$ cat src/rtl/mymem_pkg.sv
// Shared widths, controller state encoding and burst command record for the
// scratch-memory burst master.
package mymem_pkg;

  localparam int MYMEM_ADDR_W     = 10;
  localparam int MYMEM_DATA_W     = 64;
  localparam int MYMEM_TAG_W      = 5;
  localparam int MYMEM_FIFO_DEPTH = 4;

  typedef enum logic [2:0] {
    ST_IDLE,
    ST_WRITE,
    ST_READ,
    ST_DRAIN,
    ST_FIN
  } state_e;

  typedef struct packed {
    logic                    write;
    logic [MYMEM_ADDR_W-1:0] base;
    logic [MYMEM_ADDR_W:0]   len;
  } cmd_t;

  // Word address of the offset-th beat; wraps at the top of the memory.
  function automatic logic [MYMEM_ADDR_W-1:0] wrap_addr(
    input logic [MYMEM_ADDR_W-1:0] base,
    input logic [MYMEM_ADDR_W-1:0] offset
  );
    return base + offset;
  endfunction

endpackage

$ cat src/rtl/mymem_burst_master_if.sv
// Command, stream and memory request/response signals of the burst master.
// The master modport is the controller view; slave is the decoder/memory side.
interface mymem_burst_master_if
  import mymem_pkg::*;
#(
  parameter int ADDR_W = MYMEM_ADDR_W,
  parameter int DATA_W = MYMEM_DATA_W,
  parameter int TAG_W  = MYMEM_TAG_W
) ();

  logic              cmd_valid;
  logic              cmd_ready;
  logic              cmd_write;
  logic [ADDR_W-1:0] cmd_base;
  logic [ADDR_W:0]   cmd_len;

  logic              wr_valid;
  logic              wr_ready;
  logic [DATA_W-1:0] wr_data;

  logic              rd_valid;
  logic              rd_ready;
  logic [DATA_W-1:0] rd_data;

  logic              busy;
  logic              done;
  logic              tag_err;

  logic              mem_rqvalid;
  logic [TAG_W-1:0]  mem_rqaddr;
  logic              mem_wren;
  logic [ADDR_W-1:0] mem_addr;
  logic [DATA_W-1:0] mem_wrdata;
  logic              mem_rdvalid;
  logic [TAG_W-1:0]  mem_rdaddr;
  logic [DATA_W-1:0] mem_rddata;

  modport master (
    input  cmd_valid, cmd_write, cmd_base, cmd_len,
    input  wr_valid, wr_data, rd_ready,
    input  mem_rdvalid, mem_rdaddr, mem_rddata,
    output cmd_ready, wr_ready, rd_valid, rd_data,
    output busy, done, tag_err,
    output mem_rqvalid, mem_rqaddr, mem_wren, mem_addr, mem_wrdata
  );

  modport slave (
    output cmd_valid, cmd_write, cmd_base, cmd_len,
    output wr_valid, wr_data, rd_ready,
    output mem_rdvalid, mem_rdaddr, mem_rddata,
    input  cmd_ready, wr_ready, rd_valid, rd_data,
    input  busy, done, tag_err,
    input  mem_rqvalid, mem_rqaddr, mem_wren, mem_addr, mem_wrdata
  );

endinterface

$ cat src/rtl/mymem_rsp_fifo.sv
// Synchronous read-response buffer; push and pop may coincide in one cycle.
// Push when full and pop when empty are ignored.
module mymem_rsp_fifo #(
  parameter  int DEPTH = 4,
  parameter  int WIDTH = 64,
  localparam int PTR_W = $clog2(DEPTH)
) (
  input  logic             clk,
  input  logic             rst_n,
  input  logic             push_i,
  input  logic [WIDTH-1:0] wdata_i,
  input  logic             pop_i,
  output logic [WIDTH-1:0] rdata_o,
  output logic [PTR_W:0]   count_o,
  output logic             empty_o,
  output logic             full_o
);

  logic [WIDTH-1:0] mem_q [DEPTH];
  logic [PTR_W-1:0] wr_ptr_q, rd_ptr_q;
  logic [PTR_W:0]   count_q;
  logic             push_ok, pop_ok;

  assign empty_o = (count_q == '0);
  assign full_o  = (count_q == (PTR_W+1)'(DEPTH));
  assign count_o = count_q;
  assign rdata_o = mem_q[rd_ptr_q];
  assign push_ok = push_i && !full_o;
  assign pop_ok  = pop_i && !empty_o;

  // NOTE: sequential state uses non-blocking (<=) so every register samples
  // pre-edge values regardless of statement order.
  always_ff @(posedge clk or negedge rst_n) begin
    if (!rst_n) begin
      wr_ptr_q <= '0;
      rd_ptr_q <= '0;
      count_q  <= '0;
    end else begin
      if (push_ok) wr_ptr_q <= wr_ptr_q + PTR_W'(1);
      if (pop_ok)  rd_ptr_q <= rd_ptr_q + PTR_W'(1);
      case ({push_ok, pop_ok})
        2'b10:   count_q <= count_q + (PTR_W+1)'(1);
        2'b01:   count_q <= count_q - (PTR_W+1)'(1);
        default: count_q <= count_q;
      endcase
    end
  end

  // NOTE: storage has no reset; the pointers/count alone define validity, and
  // leaving the array unreset lets it map onto plain flops or RAM.
  always_ff @(posedge clk) begin
    if (push_ok) mem_q[wr_ptr_q] <= wdata_i;
  end

endmodule

$ cat src/rtl/mymem_burst_master.sv
// Burst master for the 1024x64 scratch memory: streams N words out as writes
// or issues N tagged reads, buffering responses since the memory cannot stall.
module mymem_burst_master
  import mymem_pkg::*;
#(
  parameter int ADDR_W     = MYMEM_ADDR_W,
  parameter int DATA_W     = MYMEM_DATA_W,
  parameter int TAG_W      = MYMEM_TAG_W,
  parameter int FIFO_DEPTH = MYMEM_FIFO_DEPTH
) (
  input logic                  clock,
  input logic                  reset_n,
  mymem_burst_master_if.master bus
);

  localparam int              CNT_W   = $clog2(FIFO_DEPTH) + 1;
  localparam logic [CNT_W:0]  DEPTH_C = (CNT_W+1)'(FIFO_DEPTH);

  state_e            state_q, state_d;
  cmd_t              cmd_q, cmd_d;
  logic [ADDR_W:0]   issued_q, issued_d;
  logic [ADDR_W:0]   returned_q, returned_d;
  logic [TAG_W-1:0]  tag_q, tag_d;
  logic [TAG_W-1:0]  exp_tag_q, exp_tag_d;
  logic              inflight_q, inflight_d;
  logic              tag_err_q, tag_err_d;

  logic [CNT_W-1:0]  fifo_count;
  logic              fifo_empty, fifo_full;
  logic              fifo_push, fifo_pop;
  logic [CNT_W:0]    occupancy;
  logic              credit;
  logic [ADDR_W:0]   issued_inc;
  logic [ADDR_W-1:0] word_addr;

  // A request issued last cycle has a FIFO slot reserved until it returns.
  assign occupancy  = {1'b0, fifo_count} + {{CNT_W{1'b0}}, inflight_q};
  assign credit     = (occupancy < DEPTH_C);
  assign issued_inc = issued_q + (ADDR_W+1)'(1);
  assign word_addr  = wrap_addr(cmd_q.base, issued_q[ADDR_W-1:0]);

  assign fifo_push    = bus.mem_rdvalid && !fifo_full;
  assign fifo_pop     = bus.rd_ready && !fifo_empty;
  assign bus.rd_valid = !fifo_empty;
  assign bus.busy     = (state_q != ST_IDLE);
  assign bus.tag_err  = tag_err_q;

  mymem_rsp_fifo #(
    .DEPTH (FIFO_DEPTH),
    .WIDTH (DATA_W)
  ) u_rsp_fifo (
    .clk     (clock),
    .rst_n   (reset_n),
    .push_i  (fifo_push),
    .wdata_i (bus.mem_rddata),
    .pop_i   (fifo_pop),
    .rdata_o (bus.rd_data),
    .count_o (fifo_count),
    .empty_o (fifo_empty),
    .full_o  (fifo_full)
  );

  // NOTE: every signal written here gets a default first, so no path through
  // the case leaves one unassigned and no latch is inferred.
  always_comb begin
    state_d         = state_q;
    cmd_d           = cmd_q;
    issued_d        = issued_q;
    returned_d      = returned_q;
    tag_d           = tag_q;
    exp_tag_d       = exp_tag_q;
    inflight_d      = 1'b0;
    tag_err_d       = tag_err_q;
    bus.cmd_ready   = 1'b0;
    bus.wr_ready    = 1'b0;
    bus.done        = 1'b0;
    bus.mem_rqvalid = 1'b0;
    bus.mem_rqaddr  = '0;
    bus.mem_wren    = 1'b0;
    bus.mem_addr    = '0;
    bus.mem_wrdata  = '0;

    case (state_q)
      ST_IDLE: begin
        bus.cmd_ready = 1'b1;
        if (bus.cmd_valid) begin
          cmd_d      = '{write: bus.cmd_write, base: bus.cmd_base, len: bus.cmd_len};
          issued_d   = '0;
          returned_d = '0;
          tag_d      = '0;
          exp_tag_d  = '0;
          tag_err_d  = 1'b0;
          if (bus.cmd_len == '0)  state_d = ST_FIN;
          else if (bus.cmd_write) state_d = ST_WRITE;
          else                    state_d = ST_READ;
        end
      end

      ST_WRITE: begin
        bus.wr_ready = 1'b1;
        if (bus.wr_valid) begin
          bus.mem_wren   = 1'b1;
          bus.mem_addr   = word_addr;
          bus.mem_wrdata = bus.wr_data;
          issued_d       = issued_inc;
          if (issued_inc == cmd_q.len) state_d = ST_FIN;
        end
      end

      ST_READ: begin
        if (credit) begin
          bus.mem_rqvalid = 1'b1;
          bus.mem_rqaddr  = tag_q;
          bus.mem_addr    = word_addr;
          tag_d           = tag_q + TAG_W'(1);
          issued_d        = issued_inc;
          inflight_d      = 1'b1;
          if (issued_inc == cmd_q.len) state_d = ST_DRAIN;
        end
      end

      ST_DRAIN: begin
        if ((returned_q == cmd_q.len) && fifo_empty) state_d = ST_FIN;
      end

      ST_FIN: begin
        bus.done = 1'b1;
        state_d  = ST_IDLE;
      end

      default: state_d = ST_IDLE;
    endcase

    // Responses are checked in every state; a bad tag still lands in the FIFO.
    if (bus.mem_rdvalid) begin
      if (!inflight_q || (bus.mem_rdaddr != exp_tag_q)) tag_err_d = 1'b1;
      if (inflight_q) begin
        returned_d = returned_q + (ADDR_W+1)'(1);
        exp_tag_d  = exp_tag_q + TAG_W'(1);
      end
    end
  end

  always_ff @(posedge clock or negedge reset_n) begin
    if (!reset_n) begin
      state_q    <= ST_IDLE;
      cmd_q      <= '0;
      issued_q   <= '0;
      returned_q <= '0;
      tag_q      <= '0;
      exp_tag_q  <= '0;
      inflight_q <= 1'b0;
      tag_err_q  <= 1'b0;
    end else begin
      state_q    <= state_d;
      cmd_q      <= cmd_d;
      issued_q   <= issued_d;
      returned_q <= returned_d;
      tag_q      <= tag_d;
      exp_tag_q  <= exp_tag_d;
      inflight_q <= inflight_d;
      tag_err_q  <= tag_err_d;
    end
  end

endmodule

$ cat src/flat_wrapper.sv
// flat-port wrapper written by rule: the top's interface ports become plain ports
module mymem_burst_master_flat import mymem_pkg::*;
#(
  parameter int ADDR_W     = MYMEM_ADDR_W,
  parameter int DATA_W     = MYMEM_DATA_W,
  parameter int TAG_W      = MYMEM_TAG_W,
  parameter int FIFO_DEPTH = MYMEM_FIFO_DEPTH
)
  (clock, reset_n, bus_cmd_valid, bus_cmd_write, bus_cmd_base, bus_cmd_len, bus_wr_valid, bus_wr_data, bus_rd_ready, bus_mem_rdvalid, bus_mem_rdaddr, bus_mem_rddata, bus_cmd_ready, bus_wr_ready, bus_rd_valid, bus_rd_data, bus_busy, bus_done, bus_tag_err, bus_mem_rqvalid, bus_mem_rqaddr, bus_mem_wren, bus_mem_addr, bus_mem_wrdata);
  mymem_burst_master_if #(.ADDR_W(ADDR_W), .DATA_W(DATA_W), .TAG_W(TAG_W)) bus_i ();
  input logic clock;
  input logic reset_n;
  input wire logic [$bits(bus_i.cmd_valid)-1:0] bus_cmd_valid;
  input wire logic [$bits(bus_i.cmd_write)-1:0] bus_cmd_write;
  input wire logic [$bits(bus_i.cmd_base)-1:0] bus_cmd_base;
  input wire logic [$bits(bus_i.cmd_len)-1:0] bus_cmd_len;
  input wire logic [$bits(bus_i.wr_valid)-1:0] bus_wr_valid;
  input wire logic [$bits(bus_i.wr_data)-1:0] bus_wr_data;
  input wire logic [$bits(bus_i.rd_ready)-1:0] bus_rd_ready;
  input wire logic [$bits(bus_i.mem_rdvalid)-1:0] bus_mem_rdvalid;
  input wire logic [$bits(bus_i.mem_rdaddr)-1:0] bus_mem_rdaddr;
  input wire logic [$bits(bus_i.mem_rddata)-1:0] bus_mem_rddata;
  output wire logic [$bits(bus_i.cmd_ready)-1:0] bus_cmd_ready;
  output wire logic [$bits(bus_i.wr_ready)-1:0] bus_wr_ready;
  output wire logic [$bits(bus_i.rd_valid)-1:0] bus_rd_valid;
  output wire logic [$bits(bus_i.rd_data)-1:0] bus_rd_data;
  output wire logic [$bits(bus_i.busy)-1:0] bus_busy;
  output wire logic [$bits(bus_i.done)-1:0] bus_done;
  output wire logic [$bits(bus_i.tag_err)-1:0] bus_tag_err;
  output wire logic [$bits(bus_i.mem_rqvalid)-1:0] bus_mem_rqvalid;
  output wire logic [$bits(bus_i.mem_rqaddr)-1:0] bus_mem_rqaddr;
  output wire logic [$bits(bus_i.mem_wren)-1:0] bus_mem_wren;
  output wire logic [$bits(bus_i.mem_addr)-1:0] bus_mem_addr;
  output wire logic [$bits(bus_i.mem_wrdata)-1:0] bus_mem_wrdata;
  assign bus_i.cmd_valid = bus_cmd_valid;
  assign bus_i.cmd_write = bus_cmd_write;
  assign bus_i.cmd_base = bus_cmd_base;
  assign bus_i.cmd_len = bus_cmd_len;
  assign bus_i.wr_valid = bus_wr_valid;
  assign bus_i.wr_data = bus_wr_data;
  assign bus_i.rd_ready = bus_rd_ready;
  assign bus_i.mem_rdvalid = bus_mem_rdvalid;
  assign bus_i.mem_rdaddr = bus_mem_rdaddr;
  assign bus_i.mem_rddata = bus_mem_rddata;
  assign bus_cmd_ready = bus_i.cmd_ready;
  assign bus_wr_ready = bus_i.wr_ready;
  assign bus_rd_valid = bus_i.rd_valid;
  assign bus_rd_data = bus_i.rd_data;
  assign bus_busy = bus_i.busy;
  assign bus_done = bus_i.done;
  assign bus_tag_err = bus_i.tag_err;
  assign bus_mem_rqvalid = bus_i.mem_rqvalid;
  assign bus_mem_rqaddr = bus_i.mem_rqaddr;
  assign bus_mem_wren = bus_i.mem_wren;
  assign bus_mem_addr = bus_i.mem_addr;
  assign bus_mem_wrdata = bus_i.mem_wrdata;
  mymem_burst_master #(.ADDR_W(ADDR_W), .DATA_W(DATA_W), .TAG_W(TAG_W), .FIFO_DEPTH(FIFO_DEPTH)) u_core (.clock(clock), .reset_n(reset_n), .bus(bus_i));
endmodule
$ cat config.mk
export PLATFORM = sky130hd
export DESIGN_NAME = mymem_burst_master_flat
export DESIGN_NICKNAME = d
export VERILOG_FILES = /design/src/rtl/mymem_pkg.sv /design/src/rtl/mymem_burst_master_if.sv /design/src/rtl/mymem_rsp_fifo.sv /design/src/rtl/mymem_burst_master.sv /design/src/flat_wrapper.sv
export SDC_FILE = /design/constraint.sdc
export NUM_CORES = 1
export LEC_CHECK = 0
export ABC_AREA = 1
export BUFFER_PORTS_ARGS = -buffer_cell sky130_fd_sc_hd__buf_2
export CORE_UTILIZATION = 45
export DETAILED_ROUTE_END_ITERATION = 12
export PLACE_DENSITY = 0.78
export SLEW_MARGIN = 20
export SYNTH_ARGS = -nofsm -noshare
export SYNTH_HDL_FRONTEND = slang
export SYNTH_SLANG_ARGS = --single-unit
$ cat constraint.sdc
create_clock -name clock -period 6.3 [get_ports clock]
set_clock_uncertainty 0.05 [all_clocks]
set_input_delay 0.63 -clock clock [delete_from_list [all_inputs] [get_ports clock]]
set_output_delay 0.63 -clock clock [all_outputs]
set_load 0.02 [all_outputs]
==> results <==
- The largest fanout on the critical path is 75.
- The arithmetic-cell share of the synthesized area counting full adders, half adders and majority gates is 1.89%.
- The mux share of post-synthesis cell area is 0.0714%.
- The post-route cell area is 0.0171 mm2.
- The power per unit of standard cell area is 472 mW/mm2.
- In the routed layout, each cell is associated on average with a via count of 5.26.
- The cell depth of the worst flop-to-flop path is 7.
- The count of final hold-check violations was 0.
- The wire length of the first global-routing pass is 53200 um.
- The clock root buffer master is sky130_fd_sc_hd__clkbuf_16.
- Gates resized during post-CTS repair numbered 0.
- The all-layer global routing usage is 21.4%.
- The average wire per standard cell is 16.9 um.
- Setup repair after global routing left no endpoint under its margin.
- The number of distinct library cells after synthesis is 47.
- By area, the combinational part of the netlist is dominated by simple AND/OR/NAND/NOR gates.
- Global routing finished with a remaining overflow of 0.
- Cells fill 55.8% of the core in the end.
- The compound-gate portion of the synthesized area is 10.8%.
- Clock-pin slew was measured on the worst setup and hold paths at 60 ps.
- The final period utilization is 57.7%.
- IR analysis of the VDD net gives a maximum drop of 0.000296 V.
- The overall die area is 0.0318 mm2.
- The H-tree level count is 2.
- The worst endpoint required time is 5620 ps.
- The I/O pin count is 312.
- In this run, placement finished with an instance count of 1961.
- The number of core rows is 64.
- For this run, design rule violations remaining after detail routing come to 0.
- The first-pass iteration count of the detailed router is 5.
- No sink is reached through more buffers than the 3 on the longest clock path.
- The via count of the first global-routing pass was 10400.
- The sequential cells in the finished layout cover a total of 0.00932 mm2.
- The endpoint kind of the worst setup timing path is an output pin.
- The post-synthesis share of cell area spent on xor and xnor gates is 1.06%.
- The number of nets in the final layout is 1783.
- The number of buffers inserted by post-CTS setup repair is 0.
- When the netlist entered floorplanning its net count stood at 1486.
- Summed over all nets, wire length on met2 after detailed routing comes to 16600 um.
- The reported max-cap violation count is 0.
- The final wirelength is 34200 um.
- The critical path in this run is classified as flip-flop to output pin.
- The average instance in the mapped netlist occupies 10.7 um2.
- The source of the worst register-to-register timing path is u_core.u_rsp_fifo.count_o[0].
- The final critical-path required period is 3640 ps.
- The initial antenna violation count came to 4.
- The highest layer touched by signal routing is met5.
- The leakage power summed over all cells is 0.00698 uW.
- The slew at the pin with the worst max-slew slack is 1080 ps.
- The count of hold-fix buffers inserted at cts is 0.
- The layout filler cell count is 2568.
- The max-slew violation total from the final report is 0.
- STA puts the critical path data arrival time at 2960 ps.
- CTS saw 321 sinks.
- In this run the worst setup path begins at u_core.u_rsp_fifo.rd_ptr_q[0].
- The worst setup path endpoint is bus_rd_data[28].
- The horizontal die dimension is 178 um.
- Summed over all failing endpoints, the final setup total negative slack is 0 ps.
- Setup violations remaining at the end of the flow were counted as 0.
- From bottom edge to top edge, the die measures 178 um.
- The count of placed standard cells in the final layout, fillers left out is 2027.
- The detail route stage leaves a number of antenna-violating nets equal to 0.
- Static timing analysis puts the maximum clock frequency at 275 MHz.
- In this run the critical register-to-register path is captured at u_core.u_rsp_fifo.count_o[2].
- Of the total synthesized cell area, the portion taken by AND, OR, NAND and NOR gates is 15.6%.
- The initial core utilization is 45.8%.
- The worst pin sits at a relative slew slack of 27.9%.
- The via count is 10700.
- The worst setup path is launched from a flip-flop.
- The class of the worst hold path is primary input to asynchronous set/reset pin.
- The first routing iteration left 829 violations.
- The final weighted congestion in routability-driven placement is 0.924.
- The worst-case register-to-register setup slack is 3510 ps.
- After detailed routing, the wire length on met1 is 14800 um.
- The minimum setup slack after placement is 3140 ps.
- After layout, the worst setup slack is 2660 ps.
- The synthesized design contains 321 register bits.
- The Yosys warning count is 0.
- The multi-input gate area in the final layout is 0.00415 mm2.
- The combined area of all synthesized cells is 0.0140 mm2.
- The placement-stage cell area is 0.0159 mm2.
- The total clock buffers created by CTS is 35.
- From synthesis to final layout, the design area changed by 21.8%.
- The routed design uses 1920 um of met3 wire.
- The pin count of the biggest net entering global routing is 115.
- The flow ran to the end, and the final reports show no timing, DRC or antenna violations.
- In the layout the commonest cells are sky130_fd_sc_hd__buf_2 (311), sky130_fd_sc_hd__edfxtp_1 (256), sky130_fd_sc_hd__nor2_1 (236).
- TritonCTS built the clock tree.
- The half-perimeter wire length after placement is 21700 um.
- Synthesis produced 1305 cells.
- The core box area is 0.0306 mm2.
- The fraction of layout cells with a size suffix above 1 is 25.1%.
- The most common library cell in the layout ignoring fill and taps is sky130_fd_sc_hd__buf_2.
- Sequential cells were found to cover 66.5% of the synthesized design area.
- The clock latency reported for the late side of the worst-skew pair is 510 ps.
- The count of buffers from port buffering is 311.
synthesized netlist by cell type, drive strengths merged:
cell,instances,area [um2]
edfxtp,256,7690
nor2,245,947
nand2,212,826
o21ai,164,821
inv,85,332
o22ai,74,463
dfrtp,65,1630
clkbuf,50,188
nand3,32,175
a21oi,19,95.1
ha,18,225
nor3,16,90.1
buf,12,57.6
xnor2,10,87.6
nand4,8,50.1
xor2,7,61.3
a31oi,4,25.0
nor4,4,40.0
nand3b,3,22.5
o21bai,3,22.5
o31ai,3,27.5
a221oi,2,17.5
a22oi,2,15.0
fa,2,40.0
and2,1,6.26
and3,1,11.3
clkinv,1,3.75
mux2i,1,10.0
nor3b,1,7.51
o21a,1,7.51
o221ai,1,8.76
o32ai,1,8.76
or2,1,6.26
stage by stage:
step	total power [uW]	hold WS [ps]
2_1_floorplan	5090	284
6_report	8060	247
3_3_place_gp	6040	413
4_1_cts	8120	249
3_5_place_dp	6140	423
5_1_grt	8530	259
per-layer routing:
metal	vias to the layer above	global-route usage [%]
met5	-	0
met4	4	7.56
met3	71	3.92
met2	331	35.7
met1	5090	27.8
li1	5172	-
logic make-up (layout without fill, tap and decap cells):
group           after synthesis  count (layout)
simple gates                524             524
flops                       321             321
compound gates              274             274
buf+inv                     148             471
fa+ha+maj                    20              20
xor+xnor                     17              17
mux                           1               1
other cells                   0               3
power breakdown:
part	switching (uW)	internal, uW
registers	200	2790
clock network	811	1150
logic	2210	896
flip-flops by register name (all words and copies together), names as in the netlist:
signal	count
u_core.tag_q	5
u_core.issued_q	11
u_core.exp_tag_q	5
u_core.returned_q	11
u_core.u_rsp_fifo.count_o	3
u_core.bus.tag_err	1
u_core.inflight_q	1
u_core.u_rsp_fifo.wr_ptr_q	2
u_core.u_rsp_fifo.mem_q	256
u_core.cmd_q	21
u_core.u_rsp_fifo.rd_ptr_q	2
u_core.state_q	3
how the worst min path moves through the flow:
stage	slack [ps]	cells after the start	to	startpoint
2_1_floorplan	280	0	u_core.bus.tag_err	reset_n
3_3_place_gp	410	1	u_core.tag_q[4]	u_core.tag_q[4]
3_5_place_dp	420	1	u_core.tag_q[4]	u_core.tag_q[4]
4_1_cts	250	3	u_core.cmd_q[13]	bus_cmd_base[2]
5_1_grt	260	3	u_core.cmd_q[11]	bus_cmd_base[0]
6_report	250	2	u_core.cmd_q[15]	reset_n
critical path: stages, from the launching register on:
cell,delay (ps)
sky130_fd_sc_hd__dfrtp_4,570
sky130_fd_sc_hd__clkinv_2,520
sky130_fd_sc_hd__buf_4,720
sky130_fd_sc_hd__o21ai_0,220
sky130_fd_sc_hd__o22ai_1,180
sky130_fd_sc_hd__buf_2,200
cell type report:
cell class              count  area share, %
clock inverters            25           1.33
clock buffers              38           5.20
flip-flops and latches    321           54.6
repair buffers            322           9.63
diodes                      3         0.0440
well taps                 396           2.90
inverters                  86           1.97
multi-input cells         836           24.3
Power figures use the tool's default switching activity.
